File: src/rtl/wb_arbiter.sv
// -----------------------------------------------------------------------------
// wb_arbiter
//
// Drives the single write port of the core register file from two sources:
//   * in-order pipeline results (never stall, always win the write port)
//   * long-latency results (loads, multiplier), buffered in a small FIFO and
//     drained only in cycles where the pipeline is not writing.
// A pending-destination scoreboard marks registers awaiting a late result so
// the hazard logic can stall readers of those registers.
//
// All register-file write outputs are registered at posedge, so they are
// stable for the register file's negedge write.
//
// Optional feature macro: WB_BYPASS_EN
//   defined   - a late write arriving with an empty FIFO and no pipeline write
//               goes straight into the output register (one cycle earlier).
//   undefined - every late write passes through the FIFO.
//
// Parameters:
//   DEPTH  late-result FIFO entries (power of two, >= 2)
//   XLEN   data width
//
// Ports:
//   clk, rst                 clock (posedge), synchronous active-high reset
//   pipe_valid/rd/data       pipeline result, no backpressure
//   late_valid/ready/rd/data late result handshake
//   mark_valid/mark_rd       long-latency issue, sets pending[mark_rd]
//   rs1, rs2                 decode source registers
//   stall                    pending[rs1] | pending[rs2] (combinational)
//   rf_write_en/rd/data      registered register-file write port
//   pending                  scoreboard vector, bit 0 always 0
// -----------------------------------------------------------------------------
module wb_arbiter #(
    parameter int DEPTH = 4,
    parameter int XLEN  = 32
) (
    input  logic            clk,
    input  logic            rst,
    input  logic            pipe_valid,
    input  logic [4:0]      pipe_rd,
    input  logic [XLEN-1:0] pipe_data,
    input  logic            late_valid,
    output logic            late_ready,
    input  logic [4:0]      late_rd,
    input  logic [XLEN-1:0] late_data,
    input  logic            mark_valid,
    input  logic [4:0]      mark_rd,
    input  logic [4:0]      rs1,
    input  logic [4:0]      rs2,
    output logic            stall,
    output logic            rf_write_en,
    output logic [4:0]      rf_rd,
    output logic [XLEN-1:0] rf_write_data,
    output logic [31:0]     pending
);

    localparam int PTR_W = (DEPTH > 1) ? $clog2(DEPTH) : 1;
    localparam int CNT_W = PTR_W + 1;
    localparam logic [CNT_W-1:0] DEPTH_C = CNT_W'(DEPTH);
    localparam logic [PTR_W-1:0] PTR_ONE = PTR_W'(1);
    localparam logic [CNT_W-1:0] CNT_ONE = CNT_W'(1);

    logic [4:0]      fifo_rd_r   [DEPTH];
    logic [XLEN-1:0] fifo_data_r [DEPTH];
    logic [PTR_W-1:0] wr_ptr_r;
    logic [PTR_W-1:0] rd_ptr_r;
    logic [CNT_W-1:0] count_r;
    logic [31:0]      pending_r;

    logic             accept_s;
    logic             push_s;
    logic             pop_s;
    logic             bypass_s;
    logic             fifo_empty_s;
    logic [4:0]       head_rd_s;
    logic [XLEN-1:0]  head_data_s;
    logic [31:0]      set_vec_s;
    logic [31:0]      clr_vec_s;

    // late_ready uses the pre-edge count, so a full FIFO never accepts in
    // the same cycle it pops.
    assign late_ready   = (count_r < DEPTH_C) & ~rst;
    assign accept_s     = late_valid & late_ready;
    assign fifo_empty_s = (count_r == {CNT_W{1'b0}});
    assign head_rd_s    = fifo_rd_r[rd_ptr_r];
    assign head_data_s  = fifo_data_r[rd_ptr_r];
    assign pending      = pending_r;
    assign stall        = pending_r[rs1] | pending_r[rs2];

    // Decide bypass / push / pop for this cycle.
    always_comb begin
        bypass_s = 1'b0;
`ifdef WB_BYPASS_EN
        bypass_s = accept_s & (late_rd != 5'd0) & ~pipe_valid & fifo_empty_s;
`else
        bypass_s = 1'b0;
`endif
        // rd=0 late writes are accepted but never stored.
        push_s = accept_s & (late_rd != 5'd0) & ~bypass_s;
        pop_s  = ~pipe_valid & ~fifo_empty_s;
    end

    // FIFO storage; contents need no reset because count gates validity.
    always_ff @(posedge clk) begin
        if (push_s) begin
            fifo_rd_r[wr_ptr_r]   <= late_rd;
            fifo_data_r[wr_ptr_r] <= late_data;
        end
    end

    // FIFO pointers and occupancy; pointers wrap naturally (power-of-two depth).
    always_ff @(posedge clk) begin
        if (rst) begin
            wr_ptr_r <= {PTR_W{1'b0}};
            rd_ptr_r <= {PTR_W{1'b0}};
            count_r  <= {CNT_W{1'b0}};
        end else begin
            if (push_s) begin
                wr_ptr_r <= wr_ptr_r + PTR_ONE;
            end
            if (pop_s) begin
                rd_ptr_r <= rd_ptr_r + PTR_ONE;
            end
            case ({push_s, pop_s})
                2'b10:   count_r <= count_r + CNT_ONE;
                2'b01:   count_r <= count_r - CNT_ONE;
                default: count_r <= count_r;
            endcase
        end
    end

    // Scoreboard set/clear vectors: clear follows whichever late entry is
    // being loaded into the output register this cycle.
    always_comb begin
        set_vec_s = 32'd0;
        clr_vec_s = 32'd0;
        if (mark_valid) begin
            set_vec_s[mark_rd] = 1'b1;
        end else begin
            set_vec_s = 32'd0;
        end
        if (pop_s) begin
            clr_vec_s[head_rd_s] = 1'b1;
        end else if (bypass_s) begin
            clr_vec_s[late_rd] = 1'b1;
        end else begin
            clr_vec_s = 32'd0;
        end
    end

    // Scoreboard register: set wins over clear; bit 0 is hardwired to zero.
    always_ff @(posedge clk) begin
        if (rst) begin
            pending_r <= 32'd0;
        end else begin
            pending_r <= ((pending_r & ~clr_vec_s) | set_vec_s) & ~32'd1;
        end
    end

    // Register-file write port: pipeline > FIFO head > bypass > idle.
    always_ff @(posedge clk) begin
        if (rst) begin
            rf_write_en   <= 1'b0;
            rf_rd         <= 5'd0;
            rf_write_data <= {XLEN{1'b0}};
        end else if (pipe_valid) begin
            // A pipeline result to x0 occupies the slot but writes nothing.
            rf_write_en <= (pipe_rd != 5'd0);
            if (pipe_rd != 5'd0) begin
                rf_rd         <= pipe_rd;
                rf_write_data <= pipe_data;
            end
        end else if (pop_s) begin
            rf_write_en   <= 1'b1;
            rf_rd         <= head_rd_s;
            rf_write_data <= head_data_s;
        end else if (bypass_s) begin
            rf_write_en   <= 1'b1;
            rf_rd         <= late_rd;
            rf_write_data <= late_data;
        end else begin
            rf_write_en <= 1'b0;
        end
    end

endmodule

File: config.mk
export PLATFORM = sky130hd
export DESIGN_NAME = wb_arbiter
export DESIGN_NICKNAME = d
export VERILOG_FILES = /design/src/rtl/wb_arbiter.sv
export SDC_FILE = /design/constraint.sdc
export NUM_CORES = 1
export LEC_CHECK = 0
export CAP_MARGIN = 20
export CORE_ASPECT_RATIO = 1.4
export CORE_UTILIZATION = 40
export CTS_CLUSTER_DIAMETER = 80
export CTS_CLUSTER_SIZE = 25
export DETAILED_ROUTE_END_ITERATION = 7
export HOLD_SLACK_MARGIN = 0.08
export RECOVER_POWER = 50
export SYNTH_ARGS = -nofsm -noshare
export SYNTH_HDL_FRONTEND = slang
export SYNTH_SLANG_ARGS = --single-unit
File: constraint.sdc
create_clock -name clk -period 2.8 [get_ports clk]
set_clock_uncertainty 0.2 [all_clocks]
set_input_delay 0.28 -clock clk [delete_from_list [all_inputs] [get_ports clk]]
set_output_delay 0.28 -clock clk [all_outputs]
set_load 0.01 [all_outputs]
==> results of run 1 <==
## layer usage
metal / part of all wire [%] / wire, µm / global-route usage (%) / vias up
met2: 53 / 12180 / 36.36 / 190
met4: 2.2 / 512 / 5.976 / 2
met1: 40 / 9116 / 22.79 / 3037
li1: - / - / - / 2765
met5: 0.035 / 8 / 0 / -
met3: 4.6 / 1057 / 2.570 / 41
## registers in the layout, indices dropped and copies added (netlist names), named ones only
name / flops
count_r: 3
fifo_data_r: 128
fifo_rd_r: 20
pending: 31
rd_ptr_r: 2
rf_rd: 5
rf_write_data: 32
rf_write_en: 1
wr_ptr_r: 2
## where the power goes
part,internal [W],switching (W),leakage [nW]
clock network,0.000947,0.00107,0.196
registers,0.00381,0.000133,1.98
logic,0.000969,0.00103,1.94
total,0.00572,0.00223,4.12
## cells in the mapped netlist (10+ instances only)
cell type,count
nand3b_1,24
buf_2,13
nand2_1,25
nor2b_1,17
clkbuf_1,20
mux2i_1,43
nor2_1,54
dfxtp_1,78
a211oi_1,37
edfxtp_1,148
o21ai_0,40
o21ai_1,10
mux4_2,50
## layout make-up
class / instances / area (µm²) / share of cell area (%)
Antenna cell: 1 / 2.502 / 0.02104
Clock buffer: 19 / 347.8 / 2.925
Clock inverter: 3 / 56.30 / 0.4734
Inverter: 8 / 30.03 / 0.2525
Multi-Input combinational cell: 359 / 3169 / 26.65
Sequential cell: 226 / 6008 / 50.52
Tap cell: 301 / 376.6 / 3.167
Timing Repair Buffer: 196 / 1902 / 15.99
## logic make-up (layout without fill, tap and decap cells)
logic type / Yosys count / in the layout / synth area share (%)
AND/OR/NAND/NOR: 149 / 149 / 8.694
XOR/XNOR: 5 / 5 / 0.4683
AO/OA/AOI/OAI: 102 / 102 / 6.635
buffers and inverters: 44 / 226 / 2.073
multiplexers: 96 / 96 / 17.00
other: 1 / 2 / 0.04009
flip-flops: 226 / 226 / 64.21
adder cells (fa/ha/maj): 6 / 6 / 0.8828
## worst max-delay path, cell delays in order
cell and delay, ps:
clkdlybuf4s50_1 480, buf_6 140, mux4_2 490, mux2_2 280
a31oi_1 140, o211ai_1 120, clkdlybuf4s15_1 240
## final timing paths
kind         slack (ps)               from  cells past startpoint                 end
max                 150             rs2[0]                      7               stall
min                 130         pipe_valid                      3    rf_write_data[4]
max reg2reg         330         count_r[2]                      6  fifo_data_r[2][16]
min reg2reg         300  rf_write_data[27]                      2   rf_write_data[27]
## per-stage QoR
step | total power [W] | hold slack [ps] | setup TNS (ps)
3_3_place_gp | 0.006064 | 280.3 | -125.9
6_report | 0.007954 | 126.3 | 0
4_1_cts | 0.008129 | 109.2 | 0
5_1_grt | 0.008347 | 113.3 | 0
3_5_place_dp | 0.006114 | 292.5 | -143.4
2_1_floorplan | 0.005244 | 178.9 | 0
## repair_timing
| action | 4_1_cts | 5_1_grt |
|---|---|---|
| cloned | 0 | 0 |
| setup buffers | 0 | 1 |
| gates resized for setup | 1 | 3 |
| pin swaps | 0 | 1 |
| endpoints found under the setup margin | 1 | 1 |
==> results.md, run 1 <==
* Status: finished clean
* Clock tree sinks at around 230
* Leakage at roughly 4 nW
* Critical Path Fanout Max at 6
* Core area at 22,770 µm²
* Layout overhead on the synthesized area at 27.14%
* Finished Layout Cells at about 1,100
* Critical path class: input pin to primary output
* Rows at 65
* Total Wirelength at 22.87 mm
* Worst skew pair latency at 480 ps
* CTS tree: built
* Gp weighted congestion at 0.8565
* Iter 0 DRT Violations at ~270
* Peak VDD IR at 0.5812 mV
* Main flop type after synthesis: edfxtp_1
* IO buf count at 164
* Worst-path clk slew at approximately 100 ps
* Die Y at 182.9 µm
* Synth warnings at 0
* Initial core utilization at 41.08%
* Max_cap viols at 0
* Synth Cell Area at 9354 µm²
* Final antenna-violating net count at 0
* Worst Hold Class: input pin to register
* Vias/cell at roughly 5.4
* Top cells by area, synth: edfxtp_1 48%, dfxtp_1 17%, mux4_2 12%
* Pre-CTS setup slack at -143.4 ps
* 1st-pass router iterations at 4
* EDFF count, synth at between 100 and 150
* Area of the die at 24,010 µm²
* Netlist cell types at 42
* Total CTS buffers at 13
* Final setup violation count at 0
* Synthesized instance count at 629
* Gr usage total at between 10% and 20%
* Syn Nets at 729
* Fillers at 1,912
* Syn avg cell area at between 10 and 15 µm²
* Share of the synthesized area in the top cell type at 47.51%
* CTS Hold Buffers Added at 0
* Vias post-DR at 6,035
* Fmax at 378.1 MHz
* Cell taking the most area after synthesis: edfxtp_1
* Initial antenna violation count at 2
* Setup repair after global routing missed its margin: false
* Slew headroom at 44.27%
* CP Capture Type: primary output
* DRC at 0
* Commonest non-fill, non-tap cell in the layout: edfxtp_1
* Placed inst area at 11,490 µm²
* Die width at 131.2 µm
* Slew @ Worst Pin at 835.9 ps
* CTS Buffer Depth at 3
* Num ports at 166
* Critical Path RT at 2320 ps
* WL/cell at 20.55 µm
* Crit path launch type: input pin
* Final Max Slew Viols at 0
* Power Density at 668.8 nW/µm²
* First-pass GRT wire length at 36.23 mm
* CTS root buf: clkbuf_16
* Sequential-to-total area share from yosys stat at between 60% and 70%
* Gr ovfl total at 0
* Seq cells post-synth at about 230
* Commonest non-fill, non-tap cells in the layout: 148 x edfxtp_1, 95 x dlygate4sd3_1, 76 x dfxtp_1
* Period utilisation layout at between 90% and 100%
* Pin count of the biggest net entering global routing at 80
* Critical Path AT at 2170 ps
* Final worst slack at 154.9 ps
* Period minus WS final at roughly 2600 ps
* Final hold vios at 0
* Ys async rst share at 0%
* Vias in the first global route at 6,414
* Placed cells at roughly 1,100
* Fin nets at 904
* Fraction of layout cells with a size suffix above 1 at 14.06%
* Design area at 11,890 µm²
* Hpwl dp at 16.53 mm
* Post-layout util at 52.23%
* CTS H-tree depth at 1
(Power assumes the default switching activity.)
==> run 2: changes to the inputs <==
Settings changed: DONT_BUFFER_PORTS set to 1, GPL_ROUTABILITY_DRIVEN set to 0, SLEW_MARGIN set to 20.
==> run 2 against run 1 <==
Clock power about the same. Die area unchanged. Utilization decreased by 2.9 points. Largest cell class unchanged. Wire length decreased by 1.1%. Combinational power decreased by 12%. Critical endpoint is now pending[17]. Final area decreased by 5.5%. Worst setup slack improved by 34 ps.
==> results.md, run 2 (synthesis results as in run 1) <==
* Status: finished clean
* Setup repair after global routing missed its margin: false
* Fin Setup TNS at 0 ps (unchanged)
* Uppermost layer routed: met4
* Gr usage total at 19.17% (-0.19 points)
* Initial antenna violation count at 0 (-2)
* Comb power frac at 22.5% (-2.7 points)
* Final setup violation count at 0 (unchanged)
* Cell Int Power at 0.005579 W (-2.5%)
* Clock tree sinks at 226 (unchanged)
* Crit path launch type: register
* Fmax at 383.0 MHz (+1.3%)
* Slew headroom at 45.38% (+1.1 points)
* Core area at 22,770 µm² (unchanged)
* Final Max Slew Viols at 0 (unchanged)
* CTS H-tree depth at 1 (unchanged)
* Commonest non-fill, non-tap cell in the layout: edfxtp_1
* Worst-path clk slew at 100 ps (about the same)
* Post-layout util at 49.37% (-2.9 points)
* DRT met1 WL at 8.423 mm (-7.6%)
* Max_cap viols at 0 (unchanged)
* Critical path class: register to register
* 1st-pass router iterations at 5 (+1)
* Iter 0 DRT Violations at 329 (+24%)
* Gr ovfl total at 0 (unchanged)
* Layout overhead on the synthesized area at 20.20%
* CTS Buffer Depth at 3 (unchanged)
* Vias in the first global route at 6,295 (-1.9%)
* Power share of the clock group at 25.7% (+0.4 points)
* Slew @ Worst Pin at 819.3 ps (-16.63 ps)
* Critical Path RT at 2990 ps (+670 ps)
* Critical Path AT at 2800 ps (+630 ps)
* Sw power at 0.002217 W (-0.66%)
* Num ports at 166 (unchanged)
* Worst skew pair latency at 490 ps (about the same)
* Hpwl dp at 14.17 mm (-14%)
* WL met3 at 1.756 mm (+66%)
* Setup slack, reg-to-reg at 190 ps (-140 ps)
* Commonest non-fill, non-tap cells in the layout: 148 x edfxtp_1, 108 x dlygate4sd3_1, 76 x dfxtp_1
* Vias/cell at 5.626 (+3.8%)
* IO buf count at 0 (-100%)
* Rows at 65 (unchanged)
* CTS tree: built
* Total Wirelength at 22.63 mm (-1.1%)
* Total CTS buffers at 13 (unchanged)
* Fin nets at 835 (-7.6%)
* Power Density at 693.4 nW/µm² (+3.7%)
* Critical Path Fanout Max at 9 (+3)
* Worst flop-to-flop path endpoint: pending[17]
* Peak VDD IR at 0.5910 mV (+1.7%)
* Worst Hold Class: input pin to register
* Area of the die at 24,010 µm² (unchanged)
* Initial core utilization at 41.08% (unchanged)
* Switching share of total power at 28.44% (+0.38 points)
* First-pass GRT wire length at 35.54 mm (-1.9%)
* Seq pwr share at 51.8% (+2.3 points)
* Pin count of the biggest net entering global routing at 79 (-1.3%)
* Die Y at 182.9 µm (unchanged)
* Final antenna-violating net count at 0 (unchanged)
* Vias post-DR at 5,868 (-2.8%)
* Routed met2 length at 11.87 mm (-2.6%)
* Period utilisation layout at 93.24% (-1.2 points)
* CTS root buf: clkbuf_16
* Leakage at 3.738 nW (-9.2%)
* Die width at 131.2 µm (unchanged)
* Period minus WS final at 2611 ps (-34.40 ps)
* Fillers at 1,970 (+3.0%)
* DRC at 0 (unchanged)
* R2R cell count at 6 (unchanged)
* Fraction of layout cells with a size suffix above 1 at 13.88% (-0.18 points)
* Largest register by flop count: fifo_data_r
* Power, Total at 0.007796 W (-2.0%)
* End of the critical path: pending[17]
* CP Capture Type: register
* Final hold vios at 0 (unchanged)
* Max FFs per register at 128 (unchanged)
* WL/cell at 21.70 µm (+5.6%)
* Ant diodes at 0 (-1)
[run 2: layer usage]
| metal | vias up | track usage, % |
|---|---|---|
| li1 | 2649 | - |
| met1 | 2938 | 21.66 |
| met2 | 247 | 35.49 |
| met3 | 34 | 4.146 |
| met4 | 0 | 6.635 |
| met5 | - | 0 |
[run 2: layout make-up]
type	count	area (µm²)	area share [%]
clock buffers	19	357.8	3.183
clock inverters	3	36.28	0.3227
inverters	8	30.03	0.2671
multi-input cells	359	3186	28.33
flip-flops and latches	226	6008	53.44
well taps	301	376.6	3.350
repair buffers	127	1249	11.11
[run 2: what timing repair did]
action | in CTS | in global routing
hold buffers | 110 | 0
endpoints found under the setup margin | 0 | 3
gates resized for setup | 0 | 2
buffers inserted | 0 | 0
endpoints found under the hold margin | 226 | 0
[run 2: power groups by stage]
stage | clock (W) | sequential [W] | combinational [W]
2_1_floorplan | 0 | 0.00404 | 0.00120
3_3_place_gp | 0 | 0.00410 | 0.00145
3_5_place_dp | 0 | 0.00412 | 0.00149
4_1_cts | 0.00207 | 0.00404 | 0.00175
5_1_grt | 0.00219 | 0.00407 | 0.00192
6_report | 0.00200 | 0.00404 | 0.00176
[run 2: how the worst min path moves through the flow]
stage | start | to | cells past startpoint
after floorplan | late_data[0] | fifo_data_r[0][0] | 0
after global placement | rst | count_r[2] | 1
after detailed placement | rst | register | 1
after CTS | rst | pending[2] | 4
after global routing | rst | pending[2] | 4
final | rst | pending[30] | 4
[run 2: worst max-delay path, stage by stage, from the launching register on]
cell and delay (ps):
dfxtp_2 450, mux4_2 650, nor4b_4 370, nand2_1 90, nand3b_1 100, o21ai_0 80
dlygate4sd3_1 570
[run 2: through the flow]
step / worst slack [ps] / hold WS [ps] / std cells / area (µm²)
floorplan: 285.1 / 178.9 / 629 / 9354
global placement: 634.4 / 168.2 / 911 / 9713
detailed placement: 551.9 / 170.5 / 911 / 9713
CTS: 101.7 / 107.5 / 1043 / 11240
global route: 28.86 / 126.3 / 1043 / 11240
finish: 189.3 / 140.4 / 1043 / 11240
==> run 3: changes to the inputs <==
Settings changed: CORE_ASPECT_RATIO 1.4 to 0.7, REMOVE_ABC_BUFFERS set to 1, TNS_END_PERCENT set to 20.
==> run 3 against run 2 <==
Die area about the same. Register-to-register slack lost 30 ps. Worst setup slack lost 32 ps. Critical path depth unchanged. Highest routed layer unchanged. Clock-buffer cell count down 2. Utilization shrank 0.13 points. Critical path type unchanged.
==> results.md, run 3 (synthesis results as in run 1) <==
* Max_cap viols at 0 (unchanged)
* Initial antenna violation count at 2 (+2)
* Vias post-DR at 5,729 (-2.4%)
* Period minus WS final at 2643 ps (+32.20 ps)
* CTS Buffer Depth at 3 (unchanged)
* Commonest non-fill, non-tap cells in the layout: 148 x edfxtp_1, 104 x dlygate4sd3_1, 76 x dfxtp_1
* Critical Path Fanout Max at 13 (+4)
* Final Max Slew Viols at 0 (unchanged)
* Fillers at 1,982 (+0.61%)
* Final setup violation count at 0 (unchanged)
* Status: finished clean
* Vias/cell at 5.472 (-2.7%)
* R2R cell count at 6 (unchanged)
* Worst hold slack at 117.3 ps (-23.13 ps)
* Clock tree sinks at 226 (unchanged)
* Worst flop-to-flop path endpoint: pending[7]
* Worst-path clk slew at 90 ps (about the same)
* Num ports at 166 (unchanged)
* Final antenna-violating net count at 0 (unchanged)
* Design area at 11,220 µm² (-0.18%)
* Worst hold path stage count at 3 (-1)
* Area of the die at 24,010 µm² (about the same)
* Die Y at 129.9 µm (-29%)
* WL/cell at 20.97 µm (-3.3%)
* Commonest non-fill, non-tap cell in the layout: edfxtp_1
* Hold Crit Start: rst
* Pre-CTS setup slack at 369.5 ps (-182.5 ps)
* Peak VDD IR at 0.3929 mV (-34%)
* Total Wirelength at 21.96 mm (-3.0%)
* CTS H-tree depth at 1 (unchanged)
* Gr usage total at 18.03% (-1.1 points)
* Placed inst area at 9742 µm² (+0.30%)
* Leakage at 3.692 nW (-1.2%)
* Hpwl dp at 13.64 mm (-3.8%)
* Rows at 46 (-29%)
* CP Capture Type: register
* Total CTS buffers at 13 (unchanged)
* Gr ovfl total at 0 (unchanged)
* Critical Path RT at 2950 ps (-40 ps)
* Worst Hold Class: input pin to register
* Power Density at 684.8 nW/µm² (-1.2%)
* Critical Path AT at 2800 ps (about the same)
* Largest register by flop count: fifo_data_r
* 1st-pass router iterations at 5 (unchanged)
* Core area at 22,790 µm² (about the same)
* Slew headroom at 48.46% (+3.1 points)
* First-pass GRT wire length at 32.67 mm (-8.1%)
* Setup repair after global routing missed its margin: false
* Initial core utilization at 41.04% (about the same)
* Slew @ Worst Pin at 773.0 ps (-46.23 ps)
* Post-layout util at 49.24% (-0.13 points)
* Crit path launch type: register
* Max FFs per register at 128 (unchanged)
* Fin nets at 827 (-0.96%)
* Final worst slack at 157.1 ps (-32.20 ps)
* Vias in the first global route at 5,788 (-8.1%)
* CTS root buf: clkbuf_16
* Period utilisation layout at 94.39% (+1.2 points)
* Final hold vios at 0 (unchanged)
* CTS tree: built
* Setup slack, reg-to-reg at 160 ps (-30 ps)
* DRC at 0 (unchanged)
* Die width at 184.8 µm (+41%)
* Endpoint, Worst Hold: pending[8]
* Fraction of layout cells with a size suffix above 1 at 13.51% (-0.38 points)
* Critical path class: register to register
* Worst skew pair latency at 470 ps (-20 ps)
* Pin count of the biggest net entering global routing at 78 (-1.3%)
* Iter 0 DRT Violations at 440 (+34%)
* Fmax at 378.4 MHz (-1.2%)
* Layout overhead on the synthesized area at 19.98%
* Fin Setup TNS at 0 ps (unchanged)
* IO buf count at 0 (unchanged)
[run 3: cell types whose count changed in the layout (fill, tap and decap cells not counted), sizes merged]
cell / previous run / this run
o21ai: 50 / 51
clkbuf: 21 / 18
clkinvlp: 0 / 2
buf: 17 / 13
diode: 0 / 2
dlygate4sd3: 108 / 104
inv: 10 / 9
[run 3: worst max path at each step]
stage               start               end  slack, ps
2_1_floorplan  count_r[0]          rf_rd[0]       -770
3_3_place_gp   late_rd[1]        count_r[2]        440
3_5_place_dp   late_rd[1]        count_r[2]        370
4_1_cts          register  rf_write_data[9]         10
5_1_grt        count_r[2]  rf_write_data[9]          4
6_report         register        pending[7]        160
[run 3: timing repair]
item,CTS,global route
endpoints found under the setup margin,0,13
gates resized for setup,0,2
buffers inserted,0,0
hold buffers,106,0
endpoints found under the hold margin,226,0
[run 3: critical path, cell delays in order (launching register included)]
cell	delay (ps)
dfxtp_4	530
mux4_2	700
nor3b_4	300
nand2_1	90
nand3b_1	80
o21ai_0	70
dlygate4sd3_1	560
[run 3: final cells by class]
type / count / area [µm²] / area share [%]
clock inverter: 4 / 32.53 / 0.2899
timing repair buffer: 118 / 1229 / 10.95
inverter: 8 / 30.03 / 0.2676
clock buffer: 17 / 340.3 / 3.032
sequential: 226 / 6011 / 53.56
antenna: 2 / 5.005 / 0.04459
tap: 312 / 390.4 / 3.478
multi-input combinational: 360 / 3186 / 28.38
[run 3: per-layer routing]
metal  up-vias  track usage, %  part of all wire (%)
met3        27           3.210                   5.6
met1      2916           24.82                    44
li1       2622               -                     -
met2       164           29.92                    48
met5         -               0                     0
met4         0           4.181                   2.0
[run 3: report_power, final]
group,internal (W),switching [W]
Sequential,0.00381,0.000265
Clock,0.000882,0.00105
Combinational,0.000834,0.000847
Total,0.00552,0.00216
[run 3: through the flow]
step / cells / power [W]
after global placement: 917 / 0.005520
after detailed placement: 917 / 0.005574
after global routing: 1046 / 0.008039
final: 1047 / 0.007686
after floorplan: 593 / 0.005188
after CTS: 1044 / 0.007728
